### src/rtl/rvb_simple_pkg.sv
// Shared opcode, funct and state definitions for the rvb_simple issue stage.
package rvb_simple_pkg;

    localparam logic [6:0] OP        = 7'b0110011;
    localparam logic [6:0] OP_32     = 7'b0111011;
    localparam logic [6:0] OP_IMM_32 = 7'b0011011;

    localparam logic [6:0] F7_MINMAX = 7'b0000101;
    localparam logic [6:0] F7_ANDN   = 7'b0100000;
    localparam logic [6:0] F7_PACK   = 7'b0000100;
    localparam logic [6:0] F7_PACKU  = 7'b0100100;
    localparam logic [6:0] F7_ADDWU  = 7'b0000101;
    localparam logic [6:0] F7_SUBWU  = 7'b0100101;
    localparam logic [6:0] F7_ADDUW  = 7'b0000100;
    localparam logic [6:0] F7_SUBUW  = 7'b0100100;
    localparam logic [6:0] F7_PACKW  = 7'b0000100;
    localparam logic [6:0] F7_PACKUW = 7'b0100100;

    localparam logic [2:0] F3_MIN    = 3'b100;
    localparam logic [2:0] F3_MAX    = 3'b101;
    localparam logic [2:0] F3_MINU   = 3'b110;
    localparam logic [2:0] F3_MAXU   = 3'b111;
    localparam logic [2:0] F3_ANDN   = 3'b111;
    localparam logic [2:0] F3_ORN    = 3'b110;
    localparam logic [2:0] F3_XNOR   = 3'b100;
    localparam logic [2:0] F3_PACK   = 3'b100;
    localparam logic [2:0] F3_PACKH  = 3'b111;
    localparam logic [2:0] F3_PACKU  = 3'b100;
    localparam logic [2:0] F3_CMIX   = 3'b001;
    localparam logic [2:0] F3_CMOV   = 3'b101;
    localparam logic [2:0] F3_ADDW   = 3'b000;
    localparam logic [2:0] F3_PACKW  = 3'b100;
    localparam logic [2:0] F3_ADDIWU = 3'b100;

    typedef enum logic [1:0] {
        EMPTY = 2'd0,
        ONE   = 2'd1,
        TWO   = 2'd2
    } skid_state_e;

endpackage

### src/rtl/rvb_simple_skid.sv
// Two-entry skid buffer: main entry drives the outputs, skid entry absorbs
// the one extra beat accepted while in_ready is still high.
module rvb_simple_skid
    import rvb_simple_pkg::*;
#(
    parameter int unsigned W = 8
) (
    input  logic         clock,
    input  logic         resetn,
    input  logic         flush,
    input  logic         in_valid,
    output logic         in_ready,
    input  logic [W-1:0] in_data,
    output logic         out_valid,
    input  logic         out_ready,
    output logic [W-1:0] out_data
);

    skid_state_e  state_q;
    logic         ready_q;
    logic [W-1:0] main_q;
    logic [W-1:0] skid_q;
    logic         push;
    logic         pop;

    assign push      = in_valid & ready_q;
    assign pop       = (state_q != EMPTY) & out_ready;
    assign in_ready  = ready_q;
    assign out_valid = (state_q != EMPTY);
    assign out_data  = main_q;

    always_ff @(posedge clock or negedge resetn) begin
        if (!resetn) begin
            state_q <= EMPTY;
            ready_q <= 1'b0;
            main_q  <= '0;
            skid_q  <= '0;
        end else if (flush) begin
            state_q <= EMPTY;
            ready_q <= 1'b1;
        end else begin
            ready_q <= 1'b1;
            case (state_q)
                EMPTY: begin
                    if (push) begin
                        state_q <= ONE;
                        main_q  <= in_data;
                    end
                end
                ONE: begin
                    if (push && !pop) begin
                        state_q <= TWO;
                        skid_q  <= in_data;
                        ready_q <= 1'b0;
                    end else if (pop && !push) begin
                        state_q <= EMPTY;
                    end else if (push && pop) begin
                        main_q  <= in_data;
                    end
                end
                TWO: begin
                    // push cannot happen here: ready_q is low in TWO
                    if (pop) begin
                        state_q <= ONE;
                        main_q  <= skid_q;
                    end else begin
                        ready_q <= 1'b0;
                    end
                end
                default: begin
                    state_q <= EMPTY;
                end
            endcase
        end
    end

endmodule

### src/rtl/rvb_simple_issue.sv
// Issue stage ahead of rvb_simple: decodes the supported opcode set,
// substitutes the ADDIWU immediate, and registers through a skid buffer.
module rvb_simple_issue
    import rvb_simple_pkg::*;
#(
    parameter int unsigned XLEN = 64
) (
    input  logic            clock,
    input  logic            resetn,
    input  logic            flush,
    input  logic            in_valid,
    output logic            in_ready,
    input  logic [31:0]     in_insn,
    input  logic [XLEN-1:0] in_rs1,
    input  logic [XLEN-1:0] in_rs2,
    input  logic [XLEN-1:0] in_rs3,
    output logic            out_valid,
    input  logic            out_ready,
    output logic [XLEN-1:0] out_rs1,
    output logic [XLEN-1:0] out_rs2,
    output logic [XLEN-1:0] out_rs3,
    output logic            out_insn3,
    output logic            out_insn5,
    output logic            out_insn12,
    output logic            out_insn13,
    output logic            out_insn14,
    output logic            out_insn25,
    output logic            out_insn26,
    output logic            out_insn27,
    output logic            out_insn30,
    output logic            out_illegal
);

    localparam bit          RV64 = (XLEN == 64);
    localparam int unsigned W    = 10 + 3 * XLEN;

    logic [6:0]      opc;
    logic [2:0]      f3;
    logic [6:0]      f7;
    logic            is_op;
    logic            is_op32;
    logic            is_addiwu;
    logic            legal;
    logic [XLEN-1:0] imm;
    logic [XLEN-1:0] rs1_sel;
    logic [XLEN-1:0] rs2_sel;
    logic [XLEN-1:0] rs3_sel;
    logic [8:0]      bits_sel;
    logic [W-1:0]    din;
    logic [W-1:0]    dout;
    logic            unused_fields;

    assign opc = in_insn[6:0];
    assign f3  = in_insn[14:12];
    assign f7  = in_insn[31:25];
    assign imm = {{(XLEN-12){in_insn[31]}}, in_insn[31:20]};

    // register specifiers are not needed: operands arrive already read
    assign unused_fields = ^{in_insn[19:15], in_insn[11:7]};

    always_comb begin
        is_op     = 1'b0;
        is_op32   = 1'b0;
        is_addiwu = 1'b0;
        if (opc == OP) begin
            is_op = (f7 == F7_MINMAX
                     && (f3 == F3_MIN || f3 == F3_MAX
                      || f3 == F3_MINU || f3 == F3_MAXU))
                 || (f7 == F7_ANDN
                     && (f3 == F3_ANDN || f3 == F3_ORN
                      || f3 == F3_XNOR))
                 || (f7 == F7_PACK
                     && (f3 == F3_PACK || f3 == F3_PACKH))
                 || (f7 == F7_PACKU && f3 == F3_PACKU)
                 || (in_insn[26:25] == 2'b11
                     && (f3 == F3_CMIX || f3 == F3_CMOV));
        end
        if (RV64 && opc == OP_32) begin
            is_op32 = (f3 == F3_ADDW
                       && (f7 == F7_ADDWU || f7 == F7_SUBWU
                        || f7 == F7_ADDUW || f7 == F7_SUBUW))
                   || (f3 == F3_PACKW
                       && (f7 == F7_PACKW || f7 == F7_PACKUW));
        end
        if (RV64 && opc == OP_IMM_32) begin
            is_addiwu = (f3 == F3_ADDIWU);
        end
    end

    assign legal = is_op | is_op32 | is_addiwu;

    always_comb begin
        rs1_sel  = '0;
        rs2_sel  = '0;
        rs3_sel  = '0;
        bits_sel = '0;
        unique case (1'b1)
            !legal: begin
                rs1_sel = '0;
            end
            is_addiwu: begin
                rs1_sel  = in_rs1;
                rs2_sel  = imm;
                rs3_sel  = in_rs3;
                bits_sel = {in_insn[3], in_insn[5], in_insn[12],
                            in_insn[13], in_insn[14], in_insn[25],
                            in_insn[26], in_insn[27], in_insn[30]};
            end
            default: begin
                rs1_sel  = in_rs1;
                rs2_sel  = in_rs2;
                rs3_sel  = in_rs3;
                bits_sel = {in_insn[3], in_insn[5], in_insn[12],
                            in_insn[13], in_insn[14], in_insn[25],
                            in_insn[26], in_insn[27], in_insn[30]};
            end
        endcase
    end

    assign din = {~legal, bits_sel, rs1_sel, rs2_sel, rs3_sel};

    rvb_simple_skid #(
        .W (W)
    ) u_skid (
        .clock     (clock),
        .resetn    (resetn),
        .flush     (flush),
        .in_valid  (in_valid),
        .in_ready  (in_ready),
        .in_data   (din),
        .out_valid (out_valid),
        .out_ready (out_ready),
        .out_data  (dout)
    );

    assign {out_illegal,
            out_insn3, out_insn5, out_insn12, out_insn13, out_insn14,
            out_insn25, out_insn26, out_insn27, out_insn30,
            out_rs1, out_rs2, out_rs3} = dout;

endmodule
### config.mk
export PLATFORM = sky130hd
export DESIGN_NAME = rvb_simple_issue
export DESIGN_NICKNAME = d
export VERILOG_FILES = /design/src/rtl/rvb_simple_pkg.sv /design/src/rtl/rvb_simple_skid.sv /design/src/rtl/rvb_simple_issue.sv
export SDC_FILE = /design/constraint.sdc
export NUM_CORES = 1
export LEC_CHECK = 0
export ABC_AREA = 1
export BUFFER_PORTS_ARGS = -buffer_cell sky130_fd_sc_hd__buf_4
export CAP_MARGIN = 30
export CORE_ASPECT_RATIO = 0.9
export CORE_UTILIZATION = 45
export DETAILED_ROUTE_END_ITERATION = 6
export PLACE_DENSITY = 0.64
export SYNTH_ARGS = -nofsm -noshare
export SYNTH_HDL_FRONTEND = slang
export SYNTH_HIERARCHICAL = 1
export SYNTH_SLANG_ARGS = --single-unit
### constraint.sdc
create_clock -name clock -period 2.6 [get_ports clock]
set_clock_uncertainty 0.15 [all_clocks]
set_input_delay 0.13 -clock clock [delete_from_list [all_inputs] [get_ports clock]]
set_output_delay 0.13 -clock clock [all_outputs]
set_load 0.005 [all_outputs]
==> metrics.md <==
| Metric | Value |
|---|---|
| Hold Path Depth | 8 |
| Critical path buffer and inverter count | 5 |
| Leakage power | 0.0142 µW |
| Initial antenna violation count | 7 |
| Top delay family on crit path | buffers and inverters |
| CP most frequent cell | nand2_1 |
| Die area | around 45000 µm² |
| First-pass GRT wire length | 97.0 mm |
| Worst-path clk slew | 60 ps |
| Syn avg cell area | 7.43 µm² |
| Die Height | 202 µm |
| Largest net degree at the start of global routing | 200 |
| Via density per instance | 4.96 |
| Min-Delay Path Class | primary input to flop |
| VDD IR-drop max | 0.757 mV |
| Synth unique cells | 28 |
| Grt total ovfl | 0 |
| GP Congestion | 0.854 |
| Routed Antenna Nets | 0 |
| Post-Syn Nets | 2935 |
| Net Switching | 5190 µW |
| Overall routing resource usage | between 20% and 30% |
| Startpoint types | primary input |
| Crit path cell chain | dlygate4sd3_1 -> buf_4 -> nor2_1 -> and2_1 -> nand3_1 -> nand2_1 -> nand2_1 -> nand3_4 -> buf_12 -> nand2_1 -> nand2_1 -> dlygate4sd3_1 -> inv_1 -> o21ai_0 -> nand3_1 -> nand2_1 |
| P per Cell Area | around 610 nW/µm² |
| Latest clock arrival within the worst-skew pair | 570 ps |
| Final Hold Vio Count | 0 |
| Starting Density | 45.5% |
| Critical Path Max Stage Delay | 560 ps |
| Crit path DAT | between 2000 and 3000 ps |
| Core Region | 44100 µm² |
| Top-count cell post-synth | nand2_1 |
| Clock power frac | approximately two fifths |
| Rel. slew slack | 43.8% |
| R2R depth | 9 |
| Flop pwr share | 38.2% |
| CP endpoint kind | flop |
| Die W | 225 µm |
| CP max FO | 20 |
| Clk sinks | 407 |
| CTS tree | yes |
| Max Freq | 411 MHz |
| Post-synth EDFFs | 0 |
| Nets | roughly 3500 |
| Share of cells above drive strength 1 | 16.9% |
| Root buf cell | clkbuf_16 |
| Wire per inst | approximately 16 µm |
| FP Rows | 73 |
| Min Tclk post-route | 2430 ps |
| Fin. max-slew vios | 0 |
| Htree depth | 2 |
| Main area contributors after synthesis | dfrtp_1, nand2_1, inv_1 |
| Period utilization | approximately 94% |
| Status | finished clean |
| Top_reg_cell synth | dfrtp_1 |
| Register area share after synthesis | 50.8% |
| First drt pass iteration count | 5 |
| I/O pin cnt | 433 |
| Max_cap viols | 0 |
| Placed Cells | 3584 |
| Leading area contributor after synthesis | dfrtp_1 |
| Synthesis-stage register bit count | 407 |
| Hpwl dp | 36.6 mm |
| Synth top cells by count | nand2_1, dfrtp_1, inv_1 |
| Logic pwr share | a little over a fifth |
| Worst R2R Start | u_skid/state_q[0] |
| WP depth | 16 |
| Mapped Area | 20100 µm² |
| Async SR Flop Fraction | 100% |
| Sw Share | a little under a third |
| Setup violators final | 0 |
| P&R area growth vs syn | 37.2% |
| Crit path max-delay cell type | dlygate4sd3_1 |
| Initial drt markers | 1458 |
| Post-route setup TNS | 0 ps |
| CTS Buf Count | 46 |
| Synth Instances | 2702 |
| Worst-Margin Slew | 843 ps |
| Hold path startpoint | in_valid |
| Max Buffers Root-to-Sink | 3 |
| Number of port buffers | 422 |
| Synth top area share | between 50 and 60% |
| Via count of the first global-routing pass | 18700 |
| Routed wire length | 61.1 mm |
| Vias | 19300 |
| Crit. Startpoint | in_insn[25] |
| Kind of critical path | primary input to flop |
| DRC errors left | 0 |
| Yosys warning count | 6 |
| Finished Layout Cells | 3889 |
| Critical path data required time | 2950 ps |
| Internal | 11700 µW |
==> final timing paths <==
| check | end | slack [ps] |
|---|---|---|
| min in group asynchronous | u_skid/skid_q[157] | 550 |
| max in group asynchronous | u_skid/out_data[143] | 820 |
| worst max register to register | u_skid/state_q[0] | 230 |
| worst min-delay path | u_skid/state_q[1] | 80 |
| worst max-delay path | u_skid/out_data[66] | 170 |
| worst min register to register | u_skid/out_data[149] | 330 |
==> state kept, by name (all words and copies together) (netlist names) <==
register,count
u_skid/out_data,202
u_skid/skid_q,202
u_skid/state_q,2
u_skid/in_ready,1
==> cell usage in the layout, fill, tap and decap left out, drive strengths merged <==
cell         instances
a21boi               1
a21oi                1
and2                 2
buf                467
bufinv               5
clkbuf              68
clkinv               7
clkinvlp             1
dfrtp              407
diode                5
dlygate4sd3        217
ha                   4
inv                350
nand2              975
nand3              215
nand3b               2
nand4                1
nor2               151
nor3                 2
nor4                 1
o2111ai              1
o211ai               1
o21ai              405
==> worst reg2reg max path, cell delays in order (launching register included) <==
cell	delay, ps
dfrtp_1	430
inv_1	150
ha_4	270
buf_16	310
nand3_1	130
nand2_1	70
inv_1	50
nand3_1	80
dlygate4sd3_1	560
nand2_1	60
==> power by group through the flow <==
stage / Sequential (µW) / Clock [µW] / Combinational (µW)
2_1_floorplan: 6550 / 0 / 2150
3_3_place_gp: 6550 / 0 / 3280
3_5_place_dp: 6550 / 0 / 3290
4_1_cts: 6440 / 6970 / 3560
5_1_grt: 6450 / 7220 / 3900
6_report: 6440 / 6800 / 3610
==> cells by family (layout without fill, tap and decap cells) <==
kind of cell / count (synthesis) / after routing / synth area share [%]
buffers and inverters: 533 / 1115 / 11.9
other: 0 / 5 / 0
and+or+nand+nor: 1349 / 1349 / 26.8
AOI/OAI and AO/OA: 409 / 409 / 10.3
DFF: 407 / 407 / 50.8
adders and majority gates: 4 / 4 / 0.249
==> area by class of cell <==
cell class | instances | area, µm²
inverters | 350 | 1310
clock inverters | 13 | 193
diodes | 5 | 12.5
well taps | 600 | 751
repair buffers | 686 | 6120
fillers | 3825 | 16600
flip-flops and latches | 407 | 10200
multi-input cells | 1762 | 7550
clock buffers | 66 | 1400
==> through the flow <==
stage	power (µW)	setup slack [ps]	hold slack (ps)	cell area (µm²)	utilization (%)
6_report	16900	165	75.1	27500	62.4
5_1_grt	17600	-1.28	126	27500	62.4
4_1_cts	17000	31.8	35.9	27400	62.2
3_5_place_dp	9840	341	3.28	23700	53.7
3_3_place_gp	9830	420	8.77	23700	53.7
2_1_floorplan	8700	706	-316	20100	-
==> routing by layer <==
metal	vias up	share of wire [%]	track usage, %	routed length [µm]
met5	-	0.056	0	34
met4	4	3.0	10.1	1840
met3	102	6.5	5.20	3980
met2	640	47	43.1	28900
met1	9097	43	35.0	26300
li1	9428	-	-	-
==> timing repair <==
action | 4_1_cts | 5_1_grt
hold buffers | 217 | 0
setup buffers | 0 | 2
hold endpoints to repair | 808 | 0
endpoints found under the setup margin | 0 | 11
gates resized for setup | 0 | 3
Power figures use the tool's default switching activity.
